## config.mk

```make
export PLATFORM = sky130hd
export DESIGN_NAME = fix_mult_pipe
export DESIGN_NICKNAME = d
export VERILOG_FILES = /design/src/rtl/fix_mult_pkg.sv /design/src/rtl/fix_sm_conv.sv /design/src/rtl/fix_mult_pipe.sv
export SDC_FILE = /design/constraint.sdc
export NUM_CORES = 1
export LEC_CHECK = 0
export ABC_AREA = 0
export ABC_CLOCK_PERIOD_IN_PS = 6000
export CORE_MARGIN = 4
export CORE_UTILIZATION = 49
export CTS_BUF_LIST = sky130_fd_sc_hd__clkbuf_4
export CTS_CLUSTER_DIAMETER = 150
export DETAILED_ROUTE_END_ITERATION = 12
export PLACE_DENSITY_LB_ADDON = 0.1
export SLEW_MARGIN = 20
export SYNTH_ARGS = -nofsm -noshare
export SYNTH_HDL_FRONTEND = slang
export SYNTH_HIERARCHICAL = 1
export SYNTH_SLANG_ARGS = --single-unit
```

## constraint.sdc

```tcl
create_clock -name clk -period 6 [get_ports clk]
set_input_delay 1.2 -clock clk [delete_from_list [all_inputs] [get_ports clk]]
set_output_delay 1.2 -clock clk [all_outputs]
set_load 0.01 [all_outputs]
```

## src/rtl/fix_mult_pkg.sv

```systemverilog
// Shared constants for the fixed-point multiplier pipeline: number formats,
// rounding modes and pipeline depth.
package fix_mult_pkg;
    localparam int FMT_SM    = 0;  // sign-magnitude operands and result
    localparam int FMT_TC    = 1;  // two's-complement operands and result
    localparam int RND_TRUNC = 0;  // truncate the magnitude
    localparam int RND_HAZ   = 1;  // round half away from zero
    localparam int N_STAGES  = 4;
endpackage

```

## src/rtl/fix_sm_conv.sv

```systemverilog
// Splits one Q1.(DW-1) operand into a sign bit and an unsigned DW-bit magnitude.
module fix_sm_conv
    import fix_mult_pkg::*;
#(
    parameter int DW = 16,
    parameter int TC = FMT_SM
) (
    input  logic [DW-1:0] x,
    output logic          sign,
    output logic [DW-1:0] mag
);
    assign sign = x[DW-1];

    generate
        if (TC == FMT_TC) begin : g_tc
            // -1.0 becomes 2^(DW-1), which still fits the unsigned DW-bit magnitude.
            assign mag = x[DW-1] ? -x : x;
        end else begin : g_sm
            assign mag = {1'b0, x[DW-2:0]};
        end
    endgenerate
endmodule

```

## src/rtl/fix_mult_pipe.sv

```systemverilog
// Four-stage fixed-point multiplier: capture, sign/magnitude split, magnitude multiply,
// then align/round/saturate/format. A single enable advances or freezes every stage.
module fix_mult_pipe
    import fix_mult_pkg::*;
#(
    parameter int DW  = 16,
    parameter int OW  = 32,
    parameter int TC  = FMT_SM,
    parameter int RND = RND_HAZ
) (
    input  logic          clk,
    input  logic          rst,
    input  logic          in_valid,
    output logic          in_ready,
    input  logic [DW-1:0] in_a,
    input  logic [DW-1:0] in_b,
    output logic          out_valid,
    input  logic          out_ready,
    output logic [OW-1:0] y_out,
    output logic          ovf,
    output logic          ovf_sticky,
    input  logic          ovf_clr
);
    localparam int PW = 2 * DW;
    localparam int FW = OW - 1;

    logic          en;
    logic          s1_valid, s2_valid, s3_valid;
    logic [DW-1:0] s1_a, s1_b;
    logic          sign_a, sign_b;
    logic [DW-1:0] mag_a, mag_b;
    logic          s2_sa, s2_sb;
    logic [DW-1:0] s2_ma, s2_mb;
    logic          s3_s;
    logic [PW-1:0] s3_p;

    assign en       = !out_valid || out_ready;
    assign in_ready = en;

    fix_sm_conv #(.DW(DW), .TC(TC)) u_conv_a (.x(s1_a), .sign(sign_a), .mag(mag_a));
    fix_sm_conv #(.DW(DW), .TC(TC)) u_conv_b (.x(s1_b), .sign(sign_b), .mag(mag_b));

    // m is the product as Q2.(2DW-1); after the shift, kept[FW-1:0] is the retained
    // magnitude and any set bit above it means the result does not fit.
    logic [PW:0]   m, kept;
    logic          rbit, over, s_fin;
    logic [FW:0]   sum;
    logic [FW-1:0] mag_q;
    logic [OW-1:0] y_next;

    assign m    = {s3_p, 1'b0};
    assign kept = m >> (PW - OW);

    generate
        if (RND == RND_HAZ && OW < PW) begin : g_rnd
            assign rbit = m[PW-OW-1];
        end else begin : g_trunc
            assign rbit = 1'b0;
        end
    endgenerate

    assign sum   = {1'b0, kept[FW-1:0]} + {{FW{1'b0}}, rbit};
    assign over  = (|kept[PW:FW]) || sum[FW];
    assign mag_q = over ? {FW{1'b1}} : sum[FW-1:0];
    assign s_fin = s3_s && (|mag_q);

    generate
        if (TC == FMT_TC) begin : g_fmt_tc
            assign y_next = s_fin ? -{1'b0, mag_q} : {1'b0, mag_q};
        end else begin : g_fmt_sm
            assign y_next = {s_fin, mag_q};
        end
    endgenerate

    // NOTE: state uses non-blocking assignments so each stage samples last cycle's values.
    always_ff @(posedge clk or posedge rst) begin
        if (rst) begin
            s1_valid  <= 1'b0;
            s2_valid  <= 1'b0;
            s3_valid  <= 1'b0;
            out_valid <= 1'b0;
            y_out     <= '0;
            ovf       <= 1'b0;
        end else if (en) begin
            s1_valid  <= in_valid;
            s2_valid  <= s1_valid;
            s3_valid  <= s2_valid;
            out_valid <= s3_valid;
            if (s3_valid) begin
                y_out <= y_next;
                ovf   <= over;
            end
        end
    end

    // NOTE: pipeline data registers have no reset; their valid bits decide whether they matter.
    always_ff @(posedge clk) begin
        if (en) begin
            s1_a  <= in_a;
            s1_b  <= in_b;
            s2_sa <= sign_a;
            s2_sb <= sign_b;
            s2_ma <= mag_a;
            s2_mb <= mag_b;
            s3_s  <= s2_sa ^ s2_sb;
            s3_p  <= PW'(s2_ma) * PW'(s2_mb);
        end
    end

    // A set from a result leaving the block takes priority over a clear in the same cycle.
    always_ff @(posedge clk or posedge rst) begin
        if (rst) begin
            ovf_sticky <= 1'b0;
        end else if (out_valid && out_ready && ovf) begin
            ovf_sticky <= 1'b1;
        end else if (ovf_clr) begin
            ovf_sticky <= 1'b0;
        end
    end
endmodule

```

* After elaboration in Yosys (flattened, before gate mapping)
Index checks and enable logic that the tools add are counted.
Storage, ports and cells: flip-flop bits (word level) 135, bits of input ports 37, output and inout bits 36
Operators by class: multipliers 1, multiplexer cells 3, bitwise gates (word level) 1, reduce and logical (&&, ||, !) cells 9
Operators by type and width (number):
- 31-bit 2-to-1 mux | 1
- 31-bit OR reduction | 1
- 15-bit by 15-bit multiplier with 30-bit output | 1
- 1-bit logical AND | 3
- 1-bit 2-to-1 mux | 2
- 2-bit AND reduction | 1
- 2-bit nonzero test | 1
- 2-bit OR reduction | 1
- 1-bit zero test | 1
- 1-bit logical OR | 1
- 1-bit bitwise XOR | 1

* Longest topological paths before layout
Gate-level depths: netlist (run 1).
depth after elaboration 4, depth in mapped cells 21, mapped depth without buffers 19

* Hierarchy
Netlist (run 1), hierarchy kept.
By module, submodules not included:
- fix_mult_pipe | times used 1, cells each 1281, area each 13226.4 µm²
- fix_sm_conv | times used 2, cells each 18, area each 131.4 µm²

* Worst setup path after synthesis (run 1)
No wires, ideal clock.
path type register to register, start register s2_mb[7], end register s3_p[24] (data pin), data arrival time 5.355 ns, setup slack 0.381 ns, cell stages (with the launch flop) 22, path buffers 2, period minus slack after synthesis 5.619 ns, cells stage by stage edfxtp_1 -> clkbuf_1 -> nand2_1 -> fa_1 -> inv_1 -> fa_1 -> inv_1 -> fa_1 -> inv_1 -> fa_1 -> fa_1 -> inv_1 -> fa_1 -> inv_1 -> ha_1 -> buf_2 -> nand3_1 -> nor3_1 -> a211o_1 -> o2111a_1 -> nor4_1 -> nor3b_1
Between the ends: word-level cells in the longest chain between the ends 1
Ends and longest elaborated chain:
- start, declared | RTL line fix_mult_pipe.sv:33 | logic [DW-1:0] s2_ma, s2_mb;
- start signal, assigned | RTL line fix_mult_pipe.sv:104 | s2_mb <= mag_b;
- 15-bit by 15-bit multiplier with 30-bit output | RTL line fix_mult_pipe.sv:106 | s3_p <= PW'(s2_ma) * PW'(s2_mb);
- end signal, assigned | RTL line fix_mult_pipe.sv:106
- end, declared | RTL line fix_mult_pipe.sv:35 | logic [PW-1:0] s3_p;
Every way passes these cells. A chain may end at the register's enable or synchronous reset.

==> summary.md, run 1 <==
The floorplan die width is 174 um, and the die boundary height is 174 um. The final layout contains routed wiring with a total length of 29400 um. After floorplanning, the core was divided into 60 placement rows. The clock transition at the register clock pins on the worst setup and hold paths after CTS works out to 0.17 ns. TritonCTS built the clock tree. For the total count of max-transition violations in the final report, the log shows 0. Achievable clock frequency: 170 MHz.

The first detailed-routing pass ran for 5 iterations. The root buffer cell chosen for the clock tree is sky130_fd_sc_hd__clkbuf_4. For this design the top-level I/O count stands at 73. The logs give 0 for the sum of overflow across all layers after global routing and 136 for the number of sinks on the clock net. For the number of global-route vias before repair, the log shows 9364. In this run the biggest area consumer among cell types represents 28.8% of the synthesized area. The initial DRC count was 494; the weighted congestion reported at the end of routability-driven placement was 0.874. The routed wirelength normalized by instance count is 16.9 um. For the net count of the finished layout, the log shows 1717. The all-layer global routing usage came out at 20.1%.

The flip-flop cell with the highest count after synthesis is sky130_fd_sc_hd__edfxtp_1. The maximum number of pins on one net before global-route repair was 64. Setup violations remaining at the end of the flow were counted as 0. The clock arrives with 0.0423 ns of skew. For the data required time of the worst path, the log shows 6.34 ns. The mean instance size in the synthesized netlist works out to 10.2 um^2. Data arrival time at the worst-slack endpoint: 6.22 ns. The number of placed instances, taps included, is 1689. The worst-margin pin slew came out at 1.02 ns. The flow ran to the end, and the final reports show no timing, DRC or antenna violations.

The run gives 17 as the number of buffers inserted during clock tree synthesis. The number of vias per cell after detailed routing was 5.16; the count of cell types in the netlist was 55. The number of H-tree levels is 4. The logs give 0.0135 mm^2 for the post-synthesis instance area and 0 for the DRC violations left.

In the post-synthesis netlist, the biggest area contributors are sky130_fd_sc_hd__fa_1 29%, sky130_fd_sc_hd__edfxtp_1 22%, sky130_fd_sc_hd__ha_1 9.6%, sky130_fd_sc_hd__dfrtp_1 6.9%, sky130_fd_sc_hd__inv_1 6.4%. The clock latency reported for the late side of the worst-skew pair is 0.60 ns. The synthesized design contains 99 enable-type register cells.

Of the available clock period, the critical path in the final layout requires 98.0%. The longest clock path from root to sink contains 2 buffers. For the placed wire-length estimate after detailed placement, the log shows 23300 um. The critical path startpoint category was a flop. Headroom to the max-slew limit came out at 32.2%. The growth of design area from synthesis to finish was 11.4%.

The largest total area in the synthesized netlist belongs to sky130_fd_sc_hd__fa_1. The worst setup path category is reg2reg. After technology mapping, the gate count stands at 1317.

The wire length of the first global-routing pass is 48200 um. For this configuration, the core starts out at a cell density of 49.9%. STA classifies the critical path endpoint as a flop.

Once layout is complete, the cells apart from fillers number 1738. For this run, the number of Yosys warnings is 6. The tools report the count of maximum capacitance violations as 0. After routing, the total negative slack on setup checks comes to 0 ns. The path class of the tightest hold or removal check is reg2reg. Setup repair after global routing could not meet its margin everywhere.

For the proportion of synthesized chip area in sequential cells, the log shows 28.9%. Once detail routing completed, the nets flagged for antenna violations numbered 0. The tools report the initial antenna violation count as 1. The run gives 0.0270 mm^2 as the area of the core region. The number of endpoints with negative hold slack in the final report was 0; the net count after synthesis was 1652.

The routed layout has 8963 vias. The share of final-layout standard cells stronger than drive strength 1 was 9.75%; the largest fanout of any net on the critical path was 7. The die area came out at 0.0302 mm^2. The count of state elements after synthesis is 136.

After synthesis, the share of flip-flops with an asynchronous set or reset is 27.2%. The number of port buffers was 72. The worst path in the final design needs a cycle of 5.88 ns, including I/O delays and setup.
-- stage by stage --
step	setup WS, ns	util (%)	instance area, um^2	hold WS, ns
floorplan	0.381	-	13500	0.444
global placement	0.0434	54.0	14600	0.400
detailed placement	0.0303	54.0	14600	0.405
CTS	0.00132	55.0	14900	0.431
global route	-0.0415	55.6	15000	0.443
finish	0.120	55.6	15000	0.427
-- cell usage after synthesis, types with 3 or more instances --
library cell	instances
sky130_fd_sc_hd__nand2_1	155
sky130_fd_sc_hd__o21ai_0	11
sky130_fd_sc_hd__xor2_1	8
sky130_fd_sc_hd__nand2b_1	3
sky130_fd_sc_hd__o21ai_1	3
sky130_fd_sc_hd__nor2_1	78
sky130_fd_sc_hd__a21o_1	5
sky130_fd_sc_hd__nor4_1	9
sky130_fd_sc_hd__o31ai_1	6
sky130_fd_sc_hd__buf_2	12
sky130_fd_sc_hd__inv_1	229
sky130_fd_sc_hd__a21oi_2	5
sky130_fd_sc_hd__and2_1	124
sky130_fd_sc_hd__a21oi_1	56
sky130_fd_sc_hd__mux2_2	5
sky130_fd_sc_hd__nor3_1	6
sky130_fd_sc_hd__nand4_1	11
sky130_fd_sc_hd__nand3_1	13
sky130_fd_sc_hd__fa_1	194
sky130_fd_sc_hd__o221ai_1	4
sky130_fd_sc_hd__xnor2_1	21
sky130_fd_sc_hd__clkbuf_1	44
sky130_fd_sc_hd__ha_1	104
sky130_fd_sc_hd__o21bai_1	4
sky130_fd_sc_hd__dfrtp_1	37
sky130_fd_sc_hd__edfxtp_1	99
sky130_fd_sc_hd__buf_4	35
sky130_fd_sc_hd__or3_1	3
-- worst max-delay path, stage by stage (launching register included) --
cell and delay (ns):
sky130_fd_sc_hd__edfxtp_1 0.57, sky130_fd_sc_hd__buf_6 0.20, sky130_fd_sc_hd__and2_1 0.17, sky130_fd_sc_hd__fa_1 0.54, sky130_fd_sc_hd__inv_1 0.05, sky130_fd_sc_hd__fa_1 0.45, sky130_fd_sc_hd__fa_1 0.51, sky130_fd_sc_hd__fa_1 0.55
sky130_fd_sc_hd__inv_1 0.05, sky130_fd_sc_hd__fa_1 0.47, sky130_fd_sc_hd__inv_1 0.05, sky130_fd_sc_hd__fa_1 0.51, sky130_fd_sc_hd__inv_1 0.05, sky130_fd_sc_hd__ha_2 0.31, sky130_fd_sc_hd__nand2_1 0.13, sky130_fd_sc_hd__o221ai_1 0.15
sky130_fd_sc_hd__a311o_1 0.37, sky130_fd_sc_hd__a31o_2 0.28, sky130_fd_sc_hd__a21oi_2 0.15, sky130_fd_sc_hd__xnor2_1 0.07
-- worst paths after layout --
check / startpoint / endpoint / slack, ns / cells past startpoint
min in group asynchronous: rst / y_out[5]$_DFFE_PP0P_ / 1.01 / 3
max reg2reg: s2_mb[4]$_DFFE_PN_ / s3_p[30]$_DFFE_PN_ / 0.12 / 19
max in group asynchronous: rst / s2_valid$_DFFE_PP0N_ / 4.63 / 3
max: s2_mb[4]$_DFFE_PN_ / s3_p[30]$_DFFE_PN_ / 0.12 / 19
min reg2reg: s1_a[9]$_DFFE_PN_ / s2_ma[9]$_DFFE_PN_ / 0.43 / 0
min: s1_a[9]$_DFFE_PN_ / s2_ma[9]$_DFFE_PN_ / 0.43 / 0
-- logic make-up after synthesis --
logic type / after synthesis / synth area share [%]
other: 2 / 0.0557
AO/OA/AOI/OAI: 115 / 5.64
multiplexers: 5 / 0.417
buffers and inverters: 322 / 10.1
adder cells (fa/ha/maj): 298 / 38.4
flip-flops: 136 / 28.9
XOR/XNOR: 29 / 1.88
AND/OR/NAND/NOR: 410 / 14.6
-- flip-flops by register name, summed over array words and instances (netlist names) --
| signal | cells |
|---|---|
| out_valid | 1 |
| ovf_sticky | 1 |
| s1_a | 16 |
| s1_b | 16 |
| s1_valid | 1 |
| s2_ma | 16 |
| s2_mb | 16 |
| s2_sa | 1 |
| s2_sb | 1 |
| s2_valid | 1 |
| s3_p | 32 |
| s3_s | 1 |
| s3_valid | 1 |
| y_out | 32 |
-- layout by cell type, fill, tap and decap left out, types with 12 or more instances in the layout --
master | Yosys | final
sky130_fd_sc_hd__clkdlybuf4s50_1 | 0 | 72
sky130_fd_sc_hd__buf_4 | 35 | 61
sky130_fd_sc_hd__fa_1 | 194 | 194
sky130_fd_sc_hd__nor2_1 | 78 | 77
sky130_fd_sc_hd__nand2_1 | 155 | 155
sky130_fd_sc_hd__inv_1 | 229 | 229
sky130_fd_sc_hd__a21oi_1 | 56 | 52
sky130_fd_sc_hd__and2_1 | 124 | 123
sky130_fd_sc_hd__xnor2_1 | 21 | 21
sky130_fd_sc_hd__nand3_1 | 13 | 12
sky130_fd_sc_hd__dfrtp_1 | 37 | 37
sky130_fd_sc_hd__clkbuf_4 | 0 | 17
sky130_fd_sc_hd__ha_1 | 104 | 98
sky130_fd_sc_hd__edfxtp_1 | 99 | 99
-- area by class of cell --
cell class              count  area, um^2
inverters                 229         860
clock inverters            15         130
clock buffers              17         128
diodes                      2        5.00
repair buffers            139        1290
flip-flops and latches    136        3900
fillers                  2405       12000
multi-input cells         859        8280
well taps                 341         427
-- timing repair --
item                                    CTS  global route
gates resized for setup                   0            17
setup buffers                             3            12
endpoints found under the setup margin    1            10
hold buffers                              0             0
pin swaps                                 0             1
-- routing by layer --
metal	vias to the layer above	global-route usage [%]	wire, um
li1	4226	-	-
met1	4535	26.4	12600
met2	167	35.1	15200
met3	35	2.98	1010
met4	0	5.54	569
met5	-	0	0
Power of run 1 is not shown: default switching activity piles up to over one toggle a cycle in this logic, so the estimate is an artifact.
==> inputs of run 2 (changes only) <==
CORE_UTILIZATION = 57   (was 49)
==> run 2 against run 1 <==
  * Clock skew decreased by 0.014 ns
  * Cell count up 1.4%
  * Global-route usage up 3.8 points
  * Worst hold slack improved by 0.0073 ns
  * Count of clock-buffer cells in the layout unchanged
  * Highest routed layer unchanged
==> summary.md, run 2 (synthesis gave the netlist of run 1 again) <==
The critical path's top delay family was adder cells (unchanged). The initial DRC count was 510 (was 494). Critical path launch point: s2_ma[6]$_DFFE_PN_ (was s2_mb[4]$_DFFE_PN_).

The area of the core region came out at 0.0234 mm^2 (was 0.0270 mm^2). The logs give 64 (unchanged) for the maximum number of pins on one net before global-route repair and 0 (unchanged) for the count of maximum capacitance violations. For the met3 wirelength from detailed routing, the log shows 1070 um (was 1010 um). The final clock period utilization by the worst path works out to 97.4% (was 98.0%). The worst-margin pin slew came out at 1.03 ns (was 1.02 ns).

The logs give 6.14 ns (was 6.22 ns) for the data arrival time at the worst-slack endpoint and 0 (unchanged) for the sum of overflow across all layers after global routing. The wire length of the first global-routing pass is 49300 um (was 48200 um). Total count of max-transition violations in the final report: 0 (unchanged). Number of instances in the placed design: 1671 (was 1689).

Detailed-routing wirelength on met1: 12700 um (was 12600 um). The tools report the endpoint of the most critical setup path as s3_p[31]$_DFFE_PN_ (was s3_p[30]$_DFFE_PN_). The layout filler cell count was 1978 (was 2405). Cell breakdown of the critical path: buf_4 -> nand2_1 -> fa_1 -> inv_1 -> fa_1 -> inv_1 -> fa_1 -> inv_1 -> fa_1 -> fa_1 -> inv_1 -> fa_1 -> inv_1 -> ha_1 -> buf_4 -> nand2_1 -> o221ai_1 -> a21o_1 -> a221oi_2 -> o21ai_1 -> xnor2_1 (was buf_6 -> and2_1 -> fa_1 -> inv_1 -> fa_1 -> fa_1 -> fa_1 -> inv_1 -> fa_1 -> inv_1 -> fa_1 -> inv_1 -> ha_2 -> nand2_1 -> o221ai_1 -> a311o_1 -> a31o_2 -> a21oi_2 -> xnor2_1). The logs give 0.15 ns (was 0.12 ns) for the worst-case register-to-register setup slack and 1764 (was 1717) for the net count of the finished layout.

The number of sinks on the clock net is 136 (unchanged). The number of buffers inserted during clock tree synthesis came out at 17 (unchanged). The tools report the clock latency reported for the late side of the worst-skew pair as 0.55 ns (was 0.60 ns). Logic depth of the worst setup path including buffers: 21 (was 19).

The cell row count came out at 56 (was 60). The logs give 4 (unchanged) for the number of H-tree levels and 1762 (was 1738) for the number of standard cells in the layout, taps in and fillers out. The all-layer global routing usage was 23.9% (was 20.1%). Number of buffers inserted by hold repair at cts: 0 (unchanged).

The largest fanout of any net on the critical path came out at 8 (was 7). The destination of the worst register-to-register timing path was s3_p[31]$_DFFE_PN_ (was s3_p[30]$_DFFE_PN_). The most frequent cell on the critical path is sky130_fd_sc_hd__fa_1 (unchanged). For the number of global-route vias before repair, the log shows 9858 (was 9364).

Registers with the most flip-flops: s3_p (32), y_out (32) (unchanged). Start of the worst register-to-register path: s2_ma[6]$_DFFE_PN_ (was s2_mb[4]$_DFFE_PN_). Nature of the critical path endpoint: a flop (unchanged).

The tools report the achievable clock frequency as 171 MHz (was 170 MHz). The growth of design area from synthesis to finish is 13.8% (was 11.4%). Total I/O pin count: 73 (unchanged). For the weighted congestion reported at the end of routability-driven placement, the log shows 0.914 (was 0.874). The number of cells on the worst reg-to-reg path was 21 (was 19); the initial cell density of the core was 57.6% (was 49.9%). The run gives 15600 um (was 15200 um) as the routed length on met2.

The logs give 0 (unchanged) for the post-detailed-route count of antenna-violating nets and 0 (unchanged) for the number of endpoints with negative hold slack in the final report. The sum of routed wire length over all layers is 30200 um (was 29400 um), and the total negative slack for setup checks is 0 ns (unchanged). Share of final-layout standard cells stronger than drive strength 1: 12.3% (was 9.75%). The cell type of the slowest stage on the worst timing path is sky130_fd_sc_hd__edfxtp_1 (unchanged). The worst setup path category is reg2reg (unchanged). For the worst-case clock skew, the log shows 0.0286 ns (was 0.0423 ns).

Final-report setup violation count: 0 (unchanged). The flow ran to the end, and the final reports show no timing, DRC or antenna violations. Type of the tightest min-delay check: reg2reg (unchanged). The die boundary height came out at 162 um (was 174 um). Buffer cell driving the clock tree root: sky130_fd_sc_hd__clkbuf_4 (unchanged). Critical path startpoint category: a flop (unchanged). TritonCTS built the clock tree.

The number of buffer and inverter instances along the worst setup path is 7 (was 5), and the floorplan die width is 162 um (was 174 um). The maximum buffer depth of the clock tree came out at 2 (unchanged). The initial antenna violation count is 1 (unchanged), and the stage delay of the slowest cell on the critical path is 0.57 ns (about the same). The number of port buffers is 72 (unchanged). Highest layer used for signal routing: met4 (unchanged).

The placed wire-length estimate after detailed placement is 23700 um (was 23300 um), and the clock transition at the register clock pins on the worst setup and hold paths after CTS is 0.14 ns (was 0.17 ns). For the via total after detailed routing, the log shows 9311 (was 8963). The DRC violations left came out at 0 (unchanged). The routed wirelength normalized by instance count is 17.1 um (was 16.9 um). The final critical delay including setup and external delays is 5.85 ns (was 5.88 ns), and the die area is 0.0262 mm^2 (was 0.0302 mm^2). The worst slew slack as a fraction of its limit was 31.2% (was 32.2%). The number of vias per cell after detailed routing came out at 5.28 (was 5.16). The tools report the start point of the worst hold path as s1_a[13]$_DFFE_PN_ (was s1_a[9]$_DFFE_PN_). The number of iterations in the first detailed-routing pass is 5 (unchanged).

Commonest non-fill, non-tap cells in the layout: 229 x sky130_fd_sc_hd__inv_1, 194 x sky130_fd_sc_hd__fa_1, 153 x sky130_fd_sc_hd__nand2_1 (was 229 x sky130_fd_sc_hd__inv_1, 194 x sky130_fd_sc_hd__fa_1, 155 x sky130_fd_sc_hd__nand2_1). The data required time of the worst path came out at 6.29 ns (was 6.34 ns). The commonest non-fill, non-tap cell in the layout was sky130_fd_sc_hd__inv_1 (unchanged).
==> run 2: cell types whose count changed in the layout (fill, tap and decap cells not counted), sizes merged <==
| cell | delta |
|---|---|
| buf | +46 |
| clkinv | +3 |
| clkinvlp | +6 |
| clkbuf | +1 |
| diode | -1 |
| inv | -9 |
==> run 2: how the worst min path moves through the flow <==
stage                                        to  slack [ns]  depth (start not counted)
after floorplan           y_out[31]$_DFFE_PP0P_        0.44                          2
after global placement      s2_mb[14]$_DFFE_PN_        0.40                          0
after detailed placement    s2_ma[10]$_DFFE_PN_        0.40                          0
after CTS                   s2_ma[13]$_DFFE_PN_        0.43                          0
after global routing            s2_sb$_DFFE_PN_        0.44                          0
final                       s2_ma[13]$_DFFE_PN_        0.43                          0
==> run 2: worst register-to-register path, stage by stage, from the launching register on <==
cell and delay (ns):
sky130_fd_sc_hd__edfxtp_1 0.57, sky130_fd_sc_hd__buf_4 0.17, sky130_fd_sc_hd__nand2_1 0.07, sky130_fd_sc_hd__fa_1 0.52, sky130_fd_sc_hd__inv_1 0.05, sky130_fd_sc_hd__fa_1 0.49, sky130_fd_sc_hd__inv_1 0.05, sky130_fd_sc_hd__fa_1 0.53
sky130_fd_sc_hd__inv_1 0.05, sky130_fd_sc_hd__fa_1 0.45, sky130_fd_sc_hd__fa_1 0.49, sky130_fd_sc_hd__inv_1 0.05, sky130_fd_sc_hd__fa_1 0.50, sky130_fd_sc_hd__inv_1 0.05, sky130_fd_sc_hd__ha_1 0.35, sky130_fd_sc_hd__buf_4 0.17
sky130_fd_sc_hd__nand2_1 0.07, sky130_fd_sc_hd__o221ai_1 0.16, sky130_fd_sc_hd__a21o_1 0.24, sky130_fd_sc_hd__a221oi_2 0.31, sky130_fd_sc_hd__o21ai_1 0.11, sky130_fd_sc_hd__xnor2_1 0.12
==> run 2: final cells by class <==
| type | instances | area, um^2 | area share (%) |
|---|---|---|---|
| flip-flops and latches | 136 | 3900 | 25.4 |
| well taps | 319 | 399 | 2.60 |
| inverters | 229 | 860 | 5.60 |
| repair buffers | 186 | 1670 | 10.9 |
| clock buffers | 17 | 128 | 0.832 |
| clock inverters | 15 | 105 | 0.685 |
| multi-input cells | 859 | 8290 | 54.0 |
| diodes | 1 | 2.50 | 0.0163 |
==> run 2: stage by stage <==
stage	hold WS (ns)	util [%]	setup slack, ns	area (um^2)
final	0.434	65.6	0.154	15300
after global routing	0.443	65.6	-0.0259	15300
after CTS	0.427	63.5	0.00108	14900
after detailed placement	0.405	62.2	-0.0704	14600
after global placement	0.401	62.2	0.0240	14600
after floorplan	0.444	-	0.381	13500
==> run 2: layer usage <==
| layer | vias up | GRT usage [%] |
|---|---|---|
| li1 | 4306 | - |
| met1 | 4736 | 31.6 |
| met2 | 204 | 41.7 |
| met3 | 65 | 3.02 |
| met4 | 0 | 7.07 |
| met5 | - | 0 |
==> run 2: timing repair <==
| action | 4_1_cts | 5_1_grt |
|---|---|---|
| resized for setup | 0 | 14 |
| setup buffers | 9 | 49 |
| pin swaps | 0 | 1 |
| endpoints found under the setup margin | 1 | 14 |
Power of run 2 is left out for the same reason.
==> inputs of run 3 (changes only) <==
CELL_PAD_IN_SITES_DETAIL_PLACEMENT = 1   (was not set)
CELL_PAD_IN_SITES_GLOBAL_PLACEMENT = 2   (was not set)
CORE_UTILIZATION = 38   (was 57)
==> run 3 against run 2 <==
  * Critical path depth shrank 2
  * Wire length grew 14%
  * Die area is 47% higher
  * Fmax increased by 1.3%
  * Global-route usage is 5.3 points lower
  * Sequential share of layout area decreased by 0.40 points
  * Setup slack gained 0.075 ns
  * Core utilization is 21 points lower
  * Clock skew decreased by 0.00059 ns
  * Design area rose by 1.6%
  * Register-to-register slack better by 0.07 ns
  * Critical path type unchanged
==> summary.md, run 3 (synthesis gave the netlist of run 1 again) <==
The run finished with clean final reports. The layout filler cell count was 3899 (was 1978); the share of final-layout standard cells stronger than drive strength 1 was 12.6% (was 12.3%). The number of cells on the worst reg-to-reg path was 19 (was 21); the final critical delay including setup and external delays was 5.77 ns (was 5.85 ns). Destination of the worst register-to-register timing path: s3_p[24]$_DFFE_PN_ (was s3_p[31]$_DFFE_PN_). For the number of sinks on the clock net, the log shows 136 (unchanged). The worst-margin pin slew is 0.783 ns (was 1.03 ns), and the maximum buffer depth of the clock tree is 2 (unchanged). The growth of design area from synthesis to finish works out to 15.6% (was 13.8%). The number of buffers inserted during clock tree synthesis was 17 (unchanged). For the sum of overflow across all layers after global routing, the log shows 0 (unchanged).

TritonCTS built the clock tree. For the worst-case clock skew, the log shows 0.0280 ns (was 0.0286 ns). Global routing's busiest layer: met2 (unchanged). The tools report the die area as 0.0386 mm^2 (was 0.0262 mm^2).

The run gives 1 (unchanged) as the initial antenna violation count. For the global routing usage on met1, the log shows 23.8% (was 31.6%). Start of the worst register-to-register path: s2_mb[4]$_DFFE_PN_ (was s2_ma[6]$_DFFE_PN_). The tools report the number of endpoints with negative hold slack in the final report as 0 (unchanged). For the all-layer global routing usage, the log shows 18.6% (was 23.9%). For the met3 capacity usage during global routing, the log shows 2.31% (was 3.02%). Most frequent cell on the critical path: sky130_fd_sc_hd__fa_1 (unchanged).

The area of the core region is 0.0348 mm^2 (was 0.0234 mm^2), and the achievable clock frequency is 173 MHz (was 171 MHz). The cell row count is 68 (was 56). Number of vias per cell after detailed routing: 4.83 (was 5.28). Setup repair after global routing could not meet its margin everywhere. The number of buffers inserted by hold repair at cts was 0 (unchanged). The run gives 9156 (was 9311) as the via total after detailed routing. The run gives 56100 um (was 49300 um) as the wire length of the first global-routing pass.

The worst setup path category is reg2reg (unchanged). The type of the tightest min-delay check is reg2reg (unchanged). Number of port buffers: 72 (unchanged).

The floorplan die width is 196 um (was 162 um), and the initial DRC count is 340 (was 510). The run gives 0 (unchanged) as the total count of max-transition violations in the final report. Cell breakdown of the critical path: buf_4 -> buf_4 -> and2_1 -> fa_1 -> inv_1 -> fa_1 -> fa_1 -> inv_1 -> fa_1 -> fa_1 -> inv_1 -> fa_1 -> inv_1 -> ha_2 -> a21oi_1 -> o21ai_0 -> nor3_1 -> or3_1 -> nor3b_1 (was buf_4 -> nand2_1 -> fa_1 -> inv_1 -> fa_1 -> inv_1 -> fa_1 -> inv_1 -> fa_1 -> fa_1 -> inv_1 -> fa_1 -> inv_1 -> ha_1 -> buf_4 -> nand2_1 -> o221ai_1 -> a21o_1 -> a221oi_2 -> o21ai_1 -> xnor2_1).

The DRC violations left was 0 (unchanged); the count of maximum capacitance violations was 0 (unchanged). For the weighted congestion reported at the end of routability-driven placement, the log shows 0.802 (was 0.914). Commonest non-fill, non-tap cells in the layout: 229 x sky130_fd_sc_hd__inv_1, 194 x sky130_fd_sc_hd__fa_1, 155 x sky130_fd_sc_hd__nand2_1 (was 229 x sky130_fd_sc_hd__inv_1, 194 x sky130_fd_sc_hd__fa_1, 153 x sky130_fd_sc_hd__nand2_1). Worst hold path cell count: 0 (unchanged). The stage delay of the slowest cell on the critical path is 0.53 ns (was 0.57 ns), and the final clock period utilization by the worst path is 96.2% (was 97.4%). The clock transition at the register clock pins on the worst setup and hold paths after CTS was 0.15 ns (was 0.14 ns). The final-report setup violation count is 0 (unchanged). The largest fanout of any net on the critical path works out to 10 (was 8).

The fraction of met2 tracks used by global routing was 33.2% (was 41.7%); the number of H-tree levels was 4 (unchanged). The number of iterations in the first detailed-routing pass is 5 (unchanged), and the routed wirelength normalized by instance count is 18.1 um (was 17.1 um). The die boundary height came out at 196 um (was 162 um). Cell type of the slowest stage on the worst timing path: sky130_fd_sc_hd__fa_1 (was sky130_fd_sc_hd__edfxtp_1). The maximum number of pins on one net before global-route repair was 64 (unchanged). The clock latency reported for the late side of the worst-skew pair was 0.62 ns (was 0.55 ns); the worst-case register-to-register setup slack was 0.23 ns (was 0.15 ns). Registers with the most flip-flops: s3_p (32), y_out (32) (unchanged). The net count of the finished layout was 1763 (was 1764). Commonest non-fill, non-tap cell in the layout: sky130_fd_sc_hd__inv_1 (unchanged). The nature of the critical path endpoint was a flop (unchanged). The tools report the data arrival time at the worst-slack endpoint as 6.16 ns (was 6.14 ns). The smallest hold slack is 0.432 ns (was 0.434 ns), and the total I/O pin count is 73 (unchanged). The tools report the placed wire-length estimate after detailed placement as 27800 um (was 23700 um). For the post-detailed-route count of antenna-violating nets, the log shows 0 (unchanged).

The number of global-route vias before repair is 10395 (was 9858). The tools report the endpoint of the worst hold-timing path as s2_sa$_DFFE_PN_ (was s2_ma[13]$_DFFE_PN_). Critical path startpoint category: a flop (unchanged).

The buffer cell driving the clock tree root is sky130_fd_sc_hd__clkbuf_4 (unchanged). The worst slew slack as a fraction of its limit is 47.8% (was 31.2%), and the initial cell density of the core is 38.8% (was 57.6%). The sum of routed wire length over all layers came out at 34400 um (was 30200 um). Data required time of the worst path: 6.39 ns (was 6.29 ns). The start point of the worst hold path is s1_a[15]$_DFFE_PN_ (was s1_a[13]$_DFFE_PN_).
==> run 3: cell types whose count changed in the layout (fill, tap and decap cells not counted), sizes merged <==
cell and change:
inv +6, clkbuf +1, clkinvlp -6, clkinv -2
==> run 3: final cells by class <==
cell class	instances	area [um^2]	area share [%]
Antenna cell	1	2.50	0.0161
Inverter	229	860	5.51
Clock inverter	13	92.6	0.594
Multi-Input combinational cell	859	8330	53.4
Tap cell	455	569	3.65
Sequential cell	136	3900	25.0
Clock buffer	19	143	0.915
Timing Repair Buffer	185	1690	10.9
==> run 3: worst max-delay path: cells and delay by family (launching register included) <==
kind | cells | cell delay [ns]
simple gates | 4 | 0.81
flops | 1 | 0.38
fa+ha+maj | 7 | 3.36
compound gates | 2 | 0.45
buf+inv | 6 | 0.56
==> run 3: worst max path at each step <==
stage	startpoint	end	slack, ns	cells past startpoint
after CTS	s2_mb[6]$_DFFE_PN_	s3_p[31]$_DFFE_PN_	0.01	18
after global routing	s2_mb[4]$_DFFE_PN_	s3_p[24]$_DFFE_PN_	-0.01	19
after floorplan	s2_mb[7]$_DFFE_PN_	s3_p[24]$_DFFE_PN_	0.38	21
final	s2_mb[4]$_DFFE_PN_	s3_p[24]$_DFFE_PN_	0.23	19
after global placement	s2_ma[9]$_DFFE_PN_	s3_p[31]$_DFFE_PN_	-0.009	18
after detailed placement	s2_ma[9]$_DFFE_PN_	s3_p[31]$_DFFE_PN_	-0.08	18
==> run 3: timing repair <==
action | in CTS | in global routing
buffers inserted | 16 | 12
resized for setup | 0 | 20
pin swaps | 0 | 3
setup endpoints to repair | 5 | 10
==> run 3: stage by stage <==
stage | util, % | area (um^2) | cells | setup TNS [ns] | setup WS (ns)
finish | 44.8 | 15600 | 1897 | 0 | 0.228
CTS | 44.3 | 15400 | 1884 | 0 | 0.0134
global placement | 43.2 | 15000 | 1836 | -0.00948 | -0.00948
global route | 44.8 | 15600 | 1897 | -0.0248 | -0.0129
floorplan | - | 13500 | 1317 | 0 | 0.381
detailed placement | 43.2 | 15000 | 1836 | -0.205 | -0.0809
==> run 3: metal layers <==
layer,wire length (um),up-vias
met5,0,-
met1,15000,4720
met2,18000,98
met3,799,29
li1,-,4309
met4,622,0
Power of run 3 is left out for the same reason.
==> variant 1, RTL diff (flow settings as in run 2) <==
Put one more register stage on the output `ovf_sticky`, cleared by the reset. The value now appears one clock later. The other outputs are not delayed to match.
--- a/src/rtl/fix_mult_pipe.sv
+++ b/src/rtl/fix_mult_pipe.sv
@@ -23,6 +23,8 @@
 );
     localparam int PW = 2 * DW;
     localparam int FW = OW - 1;
+
+    logic ovf_sticky_s0;
 
     logic          en;
     logic          s1_valid, s2_valid, s3_valid;
@@ -110,12 +112,20 @@
     // A set from a result leaving the block takes priority over a clear in the same cycle.
     always_ff @(posedge clk or posedge rst) begin
         if (rst) begin
-            ovf_sticky <= 1'b0;
+            ovf_sticky_s0 <= 1'b0;
         end else if (out_valid && out_ready && ovf) begin
-            ovf_sticky <= 1'b1;
+            ovf_sticky_s0 <= 1'b1;
         end else if (ovf_clr) begin
-            ovf_sticky <= 1'b0;
+            ovf_sticky_s0 <= 1'b0;
         end
     end
+    always_ff @(posedge clk or posedge rst) begin
+        if (rst) begin
+            ovf_sticky <= '0;
+        end else begin
+            ovf_sticky <= ovf_sticky_s0;
+        end
+    end
+
 endmodule
 
Behaviour: no difference found for any inputs over 4 cycles, from zero or initial values and one cycle with rst high; that may be too few to reach the edited logic, so the function may still have changed.
==> variant 1 against run 2 <==
Area after synthesis rose by 0.19%; non-clock buffer count decreased by 10; fmax is 0.93% higher; wire length is 1.7% lower; final cell count decreased by 0.51%; worst setup slack gained 0.054 ns; critical path type unchanged; highest routed layer unchanged; cell area shrank 0.27%; critical path depth shrank 1; sequential cell count up 1; global-route usage fell by 0.28 points.
Power is not shown: default switching activity piles up to over one toggle a cycle in this logic, so the estimate is an artifact.
==> variant 1: results (changes against run 2) <==
[logic_synthesis]
synth_edf_count=99  ; unchanged
synth_xor_area_frac=0.0188  ; -0.0000349
synthFlopType=edfxtp_1
syn-num-nets=1653  ; +0.061%
yosysSeqAreaShare=0.290  ; +0.00132
synth_compound_area_frac=0.0563  ; -0.000104
ys.warnings.count=6  ; unchanged
synthArstFlopShare=0.277  ; +0.00531
netlist.top_cell.by_area=fa_1
synthTopCellsByArea=fa_1 (29%), edfxtp_1 (22%), ha_1 (9.6%)
synthAdderAreaFrac=0.384  ; -0.000712
synth_cell_types=55  ; unchanged
synth.area.mux_share=0.00417  ; -0.00000773
synth_commonest_cells=inv_1 (229), fa_1 (194), nand2_1 (155)

[global_route]
track_usage=0.236  ; -0.00280
grt_pass1_vias=9593  ; -2.7%
antenna_found_initial=1  ; unchanged
grt_pass1_wl_um=48700  ; -1.2%
grt_max_degree=64  ; unchanged

[hold_path]
min_from=ovf_sticky_s0
min_path_type=reg2reg
holdPathStages=0  ; unchanged

[cells_and_area]
top_regs=s3_p (32), y_out (32)
drive_gt1_frac=0.115  ; -0.00830
fillers=1977  ; -0.051%
final_net_count=1755  ; -0.51%

[detailed_routing]
wl_met3_um=1100  ; +2.8%
wl_per_cell_um=16.9  ; -1.2%
drt_iter0_markers=533  ; +4.5%
via_per_inst=5.25  ; -0.66%
drt_first_pass_iters=6  ; +1
drt-met1-wl_um=12500  ; -1.8%
dr_wl_met2_um=15500  ; -0.36%
top_layer=met4

[run_status]
outcome=completed

[clock_tree]
path_clk_slew_ns=0.14  ; about the same
clock_latency_ns=0.57  ; +0.02 ns
cts_max_level=4  ; unchanged
root_buffer=clkbuf_4
cts_made_buffers=17  ; unchanged
clockBufferDepth=2  ; unchanged

[worst_setup_path]
endpoint=s3_p[27]
worstRegToRegCells=20  ; -4.8%
cp.arrival_ns=6.12  ; -0.02 ns
critPathSlowestCell=fa_1
worst-r2r-setup-slack_ns=0.21  ; +0.05 ns
r2r-end=s3_p[27]
critPathKind=reg2reg
slowest_delay_ns=0.53  ; -0.04 ns
crit_fanout=7  ; -1
worstReg2RegStart=s2_ma[10]

[timing]
maxSlewHeadroom=0.299  ; -0.0133
finalClockSkew_ns=0.0304  ; +0.00182 ns

[placed_design]
dp_hpwl_um=23400  ; -1.2%
finalWeightedCongestion=0.872  ; -4.6%
io_buffers=72  ; unchanged

[variant 1: cell count changes after synthesis]
cell	before	now
dfrtp_1	37	38
[variant 1: final cells by class]
cell class,instances,area share
Timing Repair Buffer,176,0.103
Tap cell,319,0.0261
Inverter,229,0.0562
Clock buffer,19,0.00932
Clock inverter,13,0.00940
Antenna cell,1,0.000164
Sequential cell,137,0.256
Multi-Input combinational cell,859,0.540
[variant 1: per-layer routing]
metal / up-vias / global-route usage
met4: 0 / 0.0623
li1: 4292 / -
met3: 41 / 0.0343
met1: 4688 / 0.311
met5: - / 0
met2: 181 / 0.414
[variant 1: worst max-delay path, delay by kind of cell, from the launching register on]
kind / cells / cell delay, ns
flops: 1 / 0.51
buf+inv: 7 / 0.75
compound gates: 3 / 0.72
fa+ha+maj: 7 / 3.27
xor+xnor: 1 / 0.06
simple gates: 2 / 0.22
[variant 1: stage by stage]
stage          setup WS (ns)  instance area (um^2)  cells
2_1_floorplan          0.381                 13500   1318
3_3_place_gp          0.0934                 14600   1677
3_5_place_dp         -0.0443                 14600   1677
4_1_cts               0.0434                 15000   1714
5_1_grt              0.00592                 15300   1753
6_report               0.207                 15300   1753
[variant 1: worst min path at each step]
stage                 endpoint  slack [ns]
floorplan           ovf_sticky        0.35
global placement    ovf_sticky        0.36
detailed placement  ovf_sticky        0.37
CTS                 ovf_sticky        0.40
global route        ovf_sticky        0.42
finish              ovf_sticky        0.39
[variant 1: what timing repair did]
action,CTS,global route
pin swaps,0,2
endpoints found under the setup margin,2,11
gates resized for setup,0,7
buffers inserted,5,38
[variant 1: logic make-up (layout without fill, tap and decap cells)]
logic type / after synthesis / after routing
buffers and inverters: 322 / 437
xor gates and xnor gates: 29 / 29
DFF: 137 / 137
and+or+nand+nor: 410 / 410
AOI/OAI and AO/OA: 115 / 115
other: 2 / 3
adders and majority gates: 298 / 298
muxes: 5 / 5
==> variant 2, RTL diff (settings of run 2) <==
Without the edit above. The parameter `OW` goes from 32 to 16.
--- a/src/rtl/fix_mult_pipe.sv
+++ b/src/rtl/fix_mult_pipe.sv
@@ -4,7 +4,7 @@
     import fix_mult_pkg::*;
 #(
     parameter int DW  = 16,
-    parameter int OW  = 32,
+    parameter int OW  = 16,
     parameter int TC  = FMT_SM,
     parameter int RND = RND_HAZ
 ) (
Interface: changed (resized y_out); port bits go from 73 to 57. No check against the original RTL was run, so the function may have changed too.
==> variant 2 against run 2 <==
Count of clock-buffer cells in the layout is 7 lower; wire length is 15% lower; worst setup slack better by 0.014 ns; non-clock buffer count is 53 lower; cell area is 11% lower; area after synthesis is 9.0% lower; sequential cell count is 29 lower; synthesized cell count is 8.9% lower; critical path type unchanged.
Power is not shown: default switching activity piles up to over one toggle a cycle in this logic, so the estimate is an artifact.
==> variant 2: results (changes against run 2) <==
[run_status]
outcome=completed

[placed_design]
place_area_mm2=0.0132  ; -9.5%
io_buffers=56  ; -22%
finalWeightedCongestion=0.848  ; -7.2%
dp_hpwl_um=21000  ; -11%

[cells_and_area]
final_net_count=1603  ; -9.1%
clkCellAreaFrac=0.00949  ; -0.00567
drive_gt1_frac=0.112  ; -0.0113
sh_seq_area=0.226  ; -0.0277
multi_input_area_mm2=0.00812  ; -2.0%
inv_count=224  ; -2.2%
clkbuf_count=10  ; -7
area_delta_synth_final_pct=11.6
fillers=1732  ; -12%
nMultiInputCombCells=795  ; -7.5%
area_share_nonclk_buffers=0.0848  ; -0.0237
seq_cells=107  ; -21%

[worst_setup_path]
worstReg2RegStart=s2_ma[9]
endpoint=s3_p[27]

[clock_tree]
clock_latency_ns=0.51  ; -0.04 ns

[logic_synthesis]
synth.area.mux_share=0.00530  ; +0.00113
synth_cell_types=54  ; -1.8%

[global_route]
grt_pass1_vias=8609  ; -13%
track_usage=0.226  ; -0.0125

[detailed_routing]
routed_wl_um=25600  ; -15%

## variant 2: cell count changes in the layout (fill, tap and decap cells not counted), sizes merged, moves of 14 or more
cell,delta
nor2,-49
edfxtp,-14
clkdlybuf4s50,-16
dfrtp,-15
a31oi,+16
a21oi,-38
buf,-36
## variant 2: cells by family after synthesis
kind of cell,count (synthesis)
flops,107
other cells,2
fa+ha+maj,296
mux,6
compound gates,103
buf+inv,298
simple gates,354
xor+xnor,34
## variant 2: routing by layer
| metal | global-route usage | vias up | wire length [um] |
|---|---|---|---|
| met1 | 0.298 | 4204 | 10700 |
| met5 | 0 | - | 0 |
| met2 | 0.394 | 136 | 13500 |
| met4 | 0.0753 | 0 | 718 |
| met3 | 0.0257 | 40 | 721 |
| li1 | - | 3852 | - |
## variant 2: repair_timing
action / in CTS / in global routing
setup buffers: 1 / 24
gates cloned: 0 / 0
pin swaps: 0 / 30
setup endpoints to repair: 3 / 14
resized for setup: 1 / 49
